**config.mk**
```make
export PLATFORM = sky130hd
export DESIGN_NAME = fetch_unit_flat
export DESIGN_NICKNAME = d
export VERILOG_FILES = /design/src/rtl/cpu_pkg.sv /design/src/rtl/fetch_unit_if.sv /design/src/rtl/fetch_fifo.sv /design/src/rtl/fetch_unit.sv /design/src/flat_wrapper.sv
export SDC_FILE = /design/constraint.sdc
export NUM_CORES = 1
export LEC_CHECK = 0
export BUFFER_PORTS_ARGS = -buffer_cell sky130_fd_sc_hd__buf_2
export CAP_MARGIN = 30
export CORE_MARGIN = 4
export CORE_UTILIZATION = 33
export DETAILED_ROUTE_END_ITERATION = 8
export MAX_ROUTING_LAYER = met4
export PLACE_DENSITY_LB_ADDON = 0.2
export SLEW_MARGIN = 10
export SYNTH_ARGS = -nofsm -noshare
export SYNTH_HDL_FRONTEND = slang
export SYNTH_HIERARCHICAL = 1
export SYNTH_SLANG_ARGS = --single-unit
export TNS_END_PERCENT = 100
```
**constraint.sdc**
```tcl
create_clock -name clk -period 3.9 [get_ports clk]
set_clock_uncertainty 0.2 [all_clocks]
set_input_delay 0.39 -clock clk [delete_from_list [all_inputs] [get_ports clk]]
set_output_delay 0.39 -clock clk [all_outputs]
set_load 0.02 [all_outputs]
```
**src/rtl/cpu_pkg.sv**
```systemverilog
// Shared CPU definitions: fetch FSM encoding, reset/NOP constants, and the
// PC+instruction record carried through the fetch buffer.
package cpu_pkg;

    typedef enum logic [1:0] {
        IDLE = 2'd0,
        RUN  = 2'd1,
        ERR  = 2'd2
    } fetch_state_t;

    localparam logic [31:0] RESET_PC_DEFAULT = 32'h0000_0000;
    localparam logic [31:0] NOP_INST         = 32'h0000_0013;

    typedef struct packed {
        logic [31:0] pc;
        logic [31:0] inst;
    } fetch_entry_t;

    // Instruction addresses must be word aligned.
    function automatic logic pc_misaligned(input logic [31:0] pc);
        return pc[1:0] != 2'b00;
    endfunction

endpackage

```
**src/rtl/fetch_unit_if.sv**
```systemverilog
// Fetch unit bus: instruction-memory read port plus the decode handshake.
// master = fetch unit, slave = memory/decode side.
interface fetch_unit_if #(
    parameter int IMEM_AW = 14
);
    logic               imem_en;
    logic [IMEM_AW-1:0] imem_addr;
    logic [31:0]        imem_rdata;
    logic               if_valid;
    logic               if_ready;
    logic [31:0]        if_pc;
    logic [31:0]        if_inst;

    modport master (
        output imem_en, imem_addr,
        input  imem_rdata,
        output if_valid, if_pc, if_inst,
        input  if_ready
    );

    modport slave (
        input  imem_en, imem_addr,
        output imem_rdata,
        input  if_valid, if_pc, if_inst,
        output if_ready
    );
endinterface

```
**src/rtl/fetch_fifo.sv**
```systemverilog
// Two-entry PC+instruction buffer. clear and rst empty it; the caller
// guarantees push never overflows and pop never underflows.
module fetch_fifo
    import cpu_pkg::*;
(
    input  logic         clk,
    input  logic         rst,
    input  logic         push,
    input  logic         pop,
    input  logic         clear,
    input  fetch_entry_t wdata,
    output fetch_entry_t head,
    output logic [1:0]   count
);

    fetch_entry_t entries [2];
    logic         rd_ptr;
    logic         wr_ptr;

    // Pointer and occupancy update; clear wins over push/pop.
    always_ff @(posedge clk) begin
        if (rst || clear) begin
            rd_ptr <= 1'b0;
            wr_ptr <= 1'b0;
            count  <= 2'd0;
        end else begin
            if (push) wr_ptr <= ~wr_ptr;
            if (pop)  rd_ptr <= ~rd_ptr;
            count <= count + {1'b0, push} - {1'b0, pop};
        end
    end

    // Storage; entries come up holding a harmless NOP record.
    always_ff @(posedge clk) begin
        if (rst) begin
            entries[0] <= '{pc: RESET_PC_DEFAULT, inst: NOP_INST};
            entries[1] <= '{pc: RESET_PC_DEFAULT, inst: NOP_INST};
        end else if (push) begin
            entries[wr_ptr] <= wdata;
        end
    end

    assign head = entries[rd_ptr];

endmodule

```
**src/rtl/fetch_unit.sv**
```systemverilog
// Instruction fetch unit. Issues sequential word reads, buffers up to two
// responses with their PCs, and hands them to decode over a valid/ready
// handshake. A response arriving while the buffer is empty is forwarded
// straight to decode so the start-to-valid latency is two cycles.
module fetch_unit
    import cpu_pkg::*;
#(
    parameter logic [31:0] RESET_PC = RESET_PC_DEFAULT,
    parameter int          IMEM_AW  = 14
) (
    input  logic        clk,
    input  logic        rst,
    input  logic        start,
    input  logic        halt,
    input  logic        redirect,
    input  logic [31:0] npc,
    fetch_unit_if.master bus,
    output logic        fetch_err
);

    fetch_state_t state;
    logic [31:0]  fetch_pc;
    logic         inflight;
    logic [31:0]  inflight_pc;

    fetch_entry_t head;
    logic [1:0]   count;

    logic         running;
    logic         redir_ok;
    logic         redir_bad;
    logic         flush;
    logic         pop;
    logic         room;
    logic [31:0]  req_pc;
    logic         fifo_push;
    logic         fifo_pop;

    assign running   = (state == RUN);
    assign redir_ok  = running && redirect && !halt && !pc_misaligned(npc);
    assign redir_bad = running && redirect && !halt &&  pc_misaligned(npc);
    // Halt or any redirect in RUN throws away buffered and arriving data.
    assign flush     = running && (halt || redirect);

    // Decode view: buffer head first, otherwise the response landing now.
    always_comb begin
        bus.if_valid = (count != 2'd0) || inflight;
        bus.if_pc    = 32'h0;
        bus.if_inst  = 32'h0;
        if (count != 2'd0) begin
            bus.if_pc   = head.pc;
            bus.if_inst = head.inst;
        end else if (inflight) begin
            bus.if_pc   = inflight_pc;
            bus.if_inst = bus.imem_rdata;
        end
    end

    assign pop = bus.if_valid && bus.if_ready;

    // Issue only if the result is guaranteed a buffer slot: occupancy plus
    // outstanding read, less what decode takes this cycle, stays under two.
    assign room = ({1'b0, count} + {2'b00, inflight}) < ({2'b00, pop} + 3'd2);

    assign req_pc        = redir_ok ? npc : fetch_pc;
    assign bus.imem_en   = !rst && (redir_ok || (running && !halt && !redirect && room));
    assign bus.imem_addr = req_pc[IMEM_AW+1:2];

    // A response consumed directly by decode never enters the buffer.
    assign fifo_push = inflight && !(count == 2'd0 && pop);
    assign fifo_pop  = pop && (count != 2'd0);

    fetch_fifo u_fifo (
        .clk   (clk),
        .rst   (rst),
        .push  (fifo_push),
        .pop   (fifo_pop),
        .clear (flush),
        .wdata ('{pc: inflight_pc, inst: bus.imem_rdata}),
        .head  (head),
        .count (count)
    );

    // Control FSM plus fetch PC, outstanding-read tracking and error flag.
    always_ff @(posedge clk) begin
        if (rst) begin
            state       <= IDLE;
            fetch_pc    <= RESET_PC;
            inflight    <= 1'b0;
            inflight_pc <= 32'h0;
            fetch_err   <= 1'b0;
        end else begin
            // imem_en is already low on halt, error entry and outside RUN,
            // so the next response is dropped in exactly those cases.
            inflight <= bus.imem_en;
            if (bus.imem_en) inflight_pc <= req_pc;
            case (state)
                IDLE: begin
                    if (start) begin
                        state    <= RUN;
                        fetch_pc <= RESET_PC;
                    end
                end
                RUN: begin
                    if (halt) begin
                        state <= IDLE;
                    end else if (redir_bad) begin
                        state     <= ERR;
                        fetch_err <= 1'b1;
                    end else if (bus.imem_en) begin
                        fetch_pc <= req_pc + 32'd4;
                    end
                end
                ERR: ;
                default: state <= IDLE;
            endcase
        end
    end

endmodule
```
**src/flat_wrapper.sv**
```systemverilog
// flat-port wrapper written by rule: the top's interface ports become plain ports
module fetch_unit_flat import cpu_pkg::*;
#(
    parameter logic [31:0] RESET_PC = RESET_PC_DEFAULT,
    parameter int          IMEM_AW  = 14
)
  (clk, rst, start, halt, redirect, npc, fetch_err, bus_imem_en, bus_imem_addr, bus_imem_rdata, bus_if_valid, bus_if_pc, bus_if_inst, bus_if_ready);
  fetch_unit_if #(.IMEM_AW(IMEM_AW)) bus_i ();
  input  logic clk;
  input  logic rst;
  input  logic start;
  input  logic halt;
  input  logic redirect;
  input  logic [31:0] npc;
  output logic fetch_err;
  output wire logic [$bits(bus_i.imem_en)-1:0] bus_imem_en;
  output wire logic [$bits(bus_i.imem_addr)-1:0] bus_imem_addr;
  input wire logic [$bits(bus_i.imem_rdata)-1:0] bus_imem_rdata;
  output wire logic [$bits(bus_i.if_valid)-1:0] bus_if_valid;
  output wire logic [$bits(bus_i.if_pc)-1:0] bus_if_pc;
  output wire logic [$bits(bus_i.if_inst)-1:0] bus_if_inst;
  input wire logic [$bits(bus_i.if_ready)-1:0] bus_if_ready;
  assign bus_imem_en = bus_i.imem_en;
  assign bus_imem_addr = bus_i.imem_addr;
  assign bus_i.imem_rdata = bus_imem_rdata;
  assign bus_if_valid = bus_i.if_valid;
  assign bus_if_pc = bus_i.if_pc;
  assign bus_if_inst = bus_i.if_inst;
  assign bus_i.if_ready = bus_if_ready;
  fetch_unit #(.RESET_PC(RESET_PC), .IMEM_AW(IMEM_AW)) u_core (.clk(clk), .rst(rst), .start(start), .halt(halt), .redirect(redirect), .npc(npc), .bus(bus_i), .fetch_err(fetch_err));
endmodule
```
==> key figures <==
Outcome
  – Status: completed

Final layout
  – Nets: 1338
  – Final std cells w/o fill: 1723
  – N_diodes: 0
  – Design area: 0.0127 mm^2
  – Share of layout cells above drive strength 1: 23.0%
  – Synthesis-to-finish area growth: 16.6%
  – Fillers: 3373

Clock network
  – CTS tree: yes
  – Reg clk slew, reported paths: 0.06 ns
  – Cts bufs inserted: 25
  – CTS H-tree lvls: 1
  – Hold buffers post-CTS: 3
  – Worst skew pair latency: 0.52 ns
  – Post-CTS setup buffer count: 0
  – CTS Root Cell: clkbuf_16
  – Resize count post-CTS: 0
  – Clk sinks: 201
  – Clock Path Buffers: 3

Critical path
  – Top Family by Delay on Critical Path: simple AND/OR/NAND/NOR gates
  – R2R cell count: 10
  – R2R Path End: u_core/fetch_pc[20]$_SDFFE_PP0P_
  – Crit Path Category: flop to output port
  – Worst Setup End Kind: output port
  – Max incr delay on CP: 0.47 ns
  – Slowest cell on crit path: nor4_4
  – Reg2reg start: u_core/state[0]$_SDFFE_PP0P_
  – Crit path DAT: 2.82 ns
  – WP data required: 3.31 ns
  – FF-to-FF setup slack: 0.67 ns
  – Worst Setup Start Kind: flop
  – Critical path, cell by cell: ha_1 > ha_1 > nor4_4 > a21o_1 > nand2b_1 > inv_1 > buf_2
  – Worst path bufs/invs: 2
  – CP most frequent cell: ha_1
  – Crit-path max FO: 9

Yosys
  – Most frequent cell after synthesis: nor2_1
  – Synth cell types: 69
  – Yosys top cell by area: edfxtp_1
  – EDFF count, synth: 128
  – Top cells by count, synth: nor2_1, nand2_1, edfxtp_1, nand3_1, dfxtp_1
  – Main area contributors after synthesis: edfxtp_1, dfxtp_1, mux2_2, nor2_1, nand2_1
  – Register area share after synthesis: 48.8%
  – Synth Register Bits: 201
  – Mapped Cells: 1153
  – Yosys top cell area share: 35.4%
  – Fraction of registers with async set/reset: 0%
  – Synthesized area: 0.0109 mm^2
  – Syn. warnings: 6
  – Syn nets: 1228
  – Synth Flop Type: edfxtp_1
  – Avg Cell Area, Syn: 9.43 um^2

Min path
  – Hold Startpoint: bus_imem_rdata[31]
  – Hold EP: u_core/u_fifo/entries[0][31]$_SDFFCE_PN0P_
  – Worst min path class: input port to flop
  – Worst Hold Depth: 3

Power
  – Leak pwr: 4.86 nW
  – Pwr/cell area: 387 mW/mm^2
  – Worst VDD drop: 326 uV
  – Pwr Total: 4.91 mW

STA
  – Setup TNS: 0 ns
  – Hold Violations, Final: 0
  – RSZ-0062 raised after global routing: false
  – Fmax: 293 MHz
  – Final setup vio count: 0
  – Final Critical Period: 3.41 ns
  – Period utilization: 87.4%
  – Worst-Margin Slew: 0.853 ns
  – Relative slew slack: 43.1%
  – Fin. max-slew vios: 0

Flow run
  – MaxCap Viol Count: 0

Global routing
  – Initial antenna violation count: 0
  – First-pass GRT wire length: 50500 um
  – Vias in the first global route: 8811
  – Total GRT Usage: 17.9%
  – Largest net degree at the start of global routing: 65
  – Total gr overflow: 0

Route
  – Final WL: 32200 um
  – DRC viols: 0
  – Iter 0 DRT Violations: 532
  – Via-to-Cell Ratio: 5.18
  – Detail Route Antenna Nets: 0
  – DR WL/cell: 18.7 um
  – Via count: 8933
  – DRT Pass-1 Iters: 5

Floorplanning
  – Core Area: 0.0325 mm^2
  – Std cell rows: 66
  – Ports: 151
  – Chip Width: 190 um
  – Starting density of the core: 33.4%
  – Die H: 190 um
  – Die ar.: 0.0359 mm^2

Placed design
  – Cell Area, Placed: 0.0119 mm^2
  – Routability Congestion: 0.868
  – Dpl cells: 1675
  – DPL Wire Length: 20200 um
  – Buffers added on ports: 150
==> power breakdown <==
| part | total, mW | switching [mW] | internal [mW] | leakage [nW] |
|---|---|---|---|---|
| sequential | 2.35 | 0.0294 | 2.32 | 1.89 |
| combinational | 0.469 | 0.309 | 0.160 | 2.61 |
| clock | 2.09 | 0.865 | 1.22 | 0.355 |
==> cell usage in the layout, fill, tap and decap left out, types with 12 or more instances in the layout <==
master     instances
inv_1             19
edfxtp_1         128
buf_4             22
nor3_1            27
nand2_1          173
nand2b_1          64
xnor2_1           13
nand4_1           13
a21oi_1           20
clkbuf_1          12
or3_1             12
buf_2            149
mux2i_1           26
mux2_2            69
clkbuf_16         25
dfxtp_1           71
o21ai_0           18
a211oi_1          26
nor2_1           176
nand3_1           90
==> state kept, by name, summed over array words and instances (netlist names), named ones only <==
register and flops:
u_core/u_fifo/entries 128, u_core/fetch_pc 32, u_core/inflight_pc 32, u_core/state 2, u_core/u_fifo/count 2, u_core/fetch_err 1, u_core/inflight 1, u_core/u_fifo/rd_ptr 1
u_core/u_fifo/wr_ptr 1
==> metal layers <==
layer | up-vias | global-route usage (%) | part of all wire [%]
met5 | - | - | 0
met4 | 0 | 3.39 | 1.1
met3 | 25 | 2.36 | 5.9
met2 | 285 | 28.7 | 46
met1 | 4351 | 24.8 | 47
li1 | 4272 | - | -
==> worst min-delay path, delay by kind of cell <==
kind                   cells  cell delay [ns]
AND/OR/NAND/NOR            2             0.14
buffers and inverters      1             0.09
==> how the worst max path moves through the flow <==
stage / end / cells past startpoint / startpoint / slack, ns
2_1_floorplan: u_core/u_fifo/entries[0][0]$_SDFFCE_PN1P_ / 6 / u_core/u_fifo/count[1]$_SDFF_PP0_ / 0.52
6_report: bus_imem_en / 7 / u_core/u_fifo/count[0]$_SDFF_PP0_ / 0.49
3_5_place_dp: u_core/fetch_pc[20]$_SDFFE_PP0P_ / 11 / npc[0] / 0.49
5_1_grt: bus_imem_en / 7 / u_core/u_fifo/count[0]$_SDFF_PP0_ / 0.39
3_3_place_gp: u_core/fetch_pc[20]$_SDFFE_PP0P_ / 11 / npc[0] / 0.53
4_1_cts: bus_imem_en / 7 / u_core/u_fifo/count[0]$_SDFF_PP0_ / 0.51
==> stage by stage <==
| stage | hold WS [ns] | setup WS, ns | utilization [%] |
|---|---|---|---|
| finish | 0.0234 | 0.491 | 39.0 |
| global route | 0.0170 | 0.386 | 39.0 |
| CTS | 0.00323 | 0.507 | 39.0 |
| detailed placement | 0.250 | 0.487 | 36.6 |
| global placement | 0.244 | 0.530 | 36.6 |
| floorplan | 0.227 | 0.516 | - |
==> kinds of logic after synthesis <==
logic type               count (synthesis)  synth area share (%)
adder cells (fa/ha/maj)                  5                 0.575
buffers and inverters                  114                  5.47
flip-flops                             201                  48.8
XOR/XNOR                                22                  1.90
AND/OR/NAND/NOR                        602                  26.3
AO/OA/AOI/OAI                          114                  7.44
multiplexers                            95                  9.54
==> final cells by class <==
cell class                 count  area, um^2  area share (%)
tap                          442         553            4.36
sequential                   201        5310            41.9
multi-input combinational    838        5000            39.4
timing repair buffer         178        1020            8.05
inverter                      19        71.3           0.563
clock inverter                 6        27.5           0.217
clock buffer                  39         698            5.51
(Power assumes the default switching activity.)
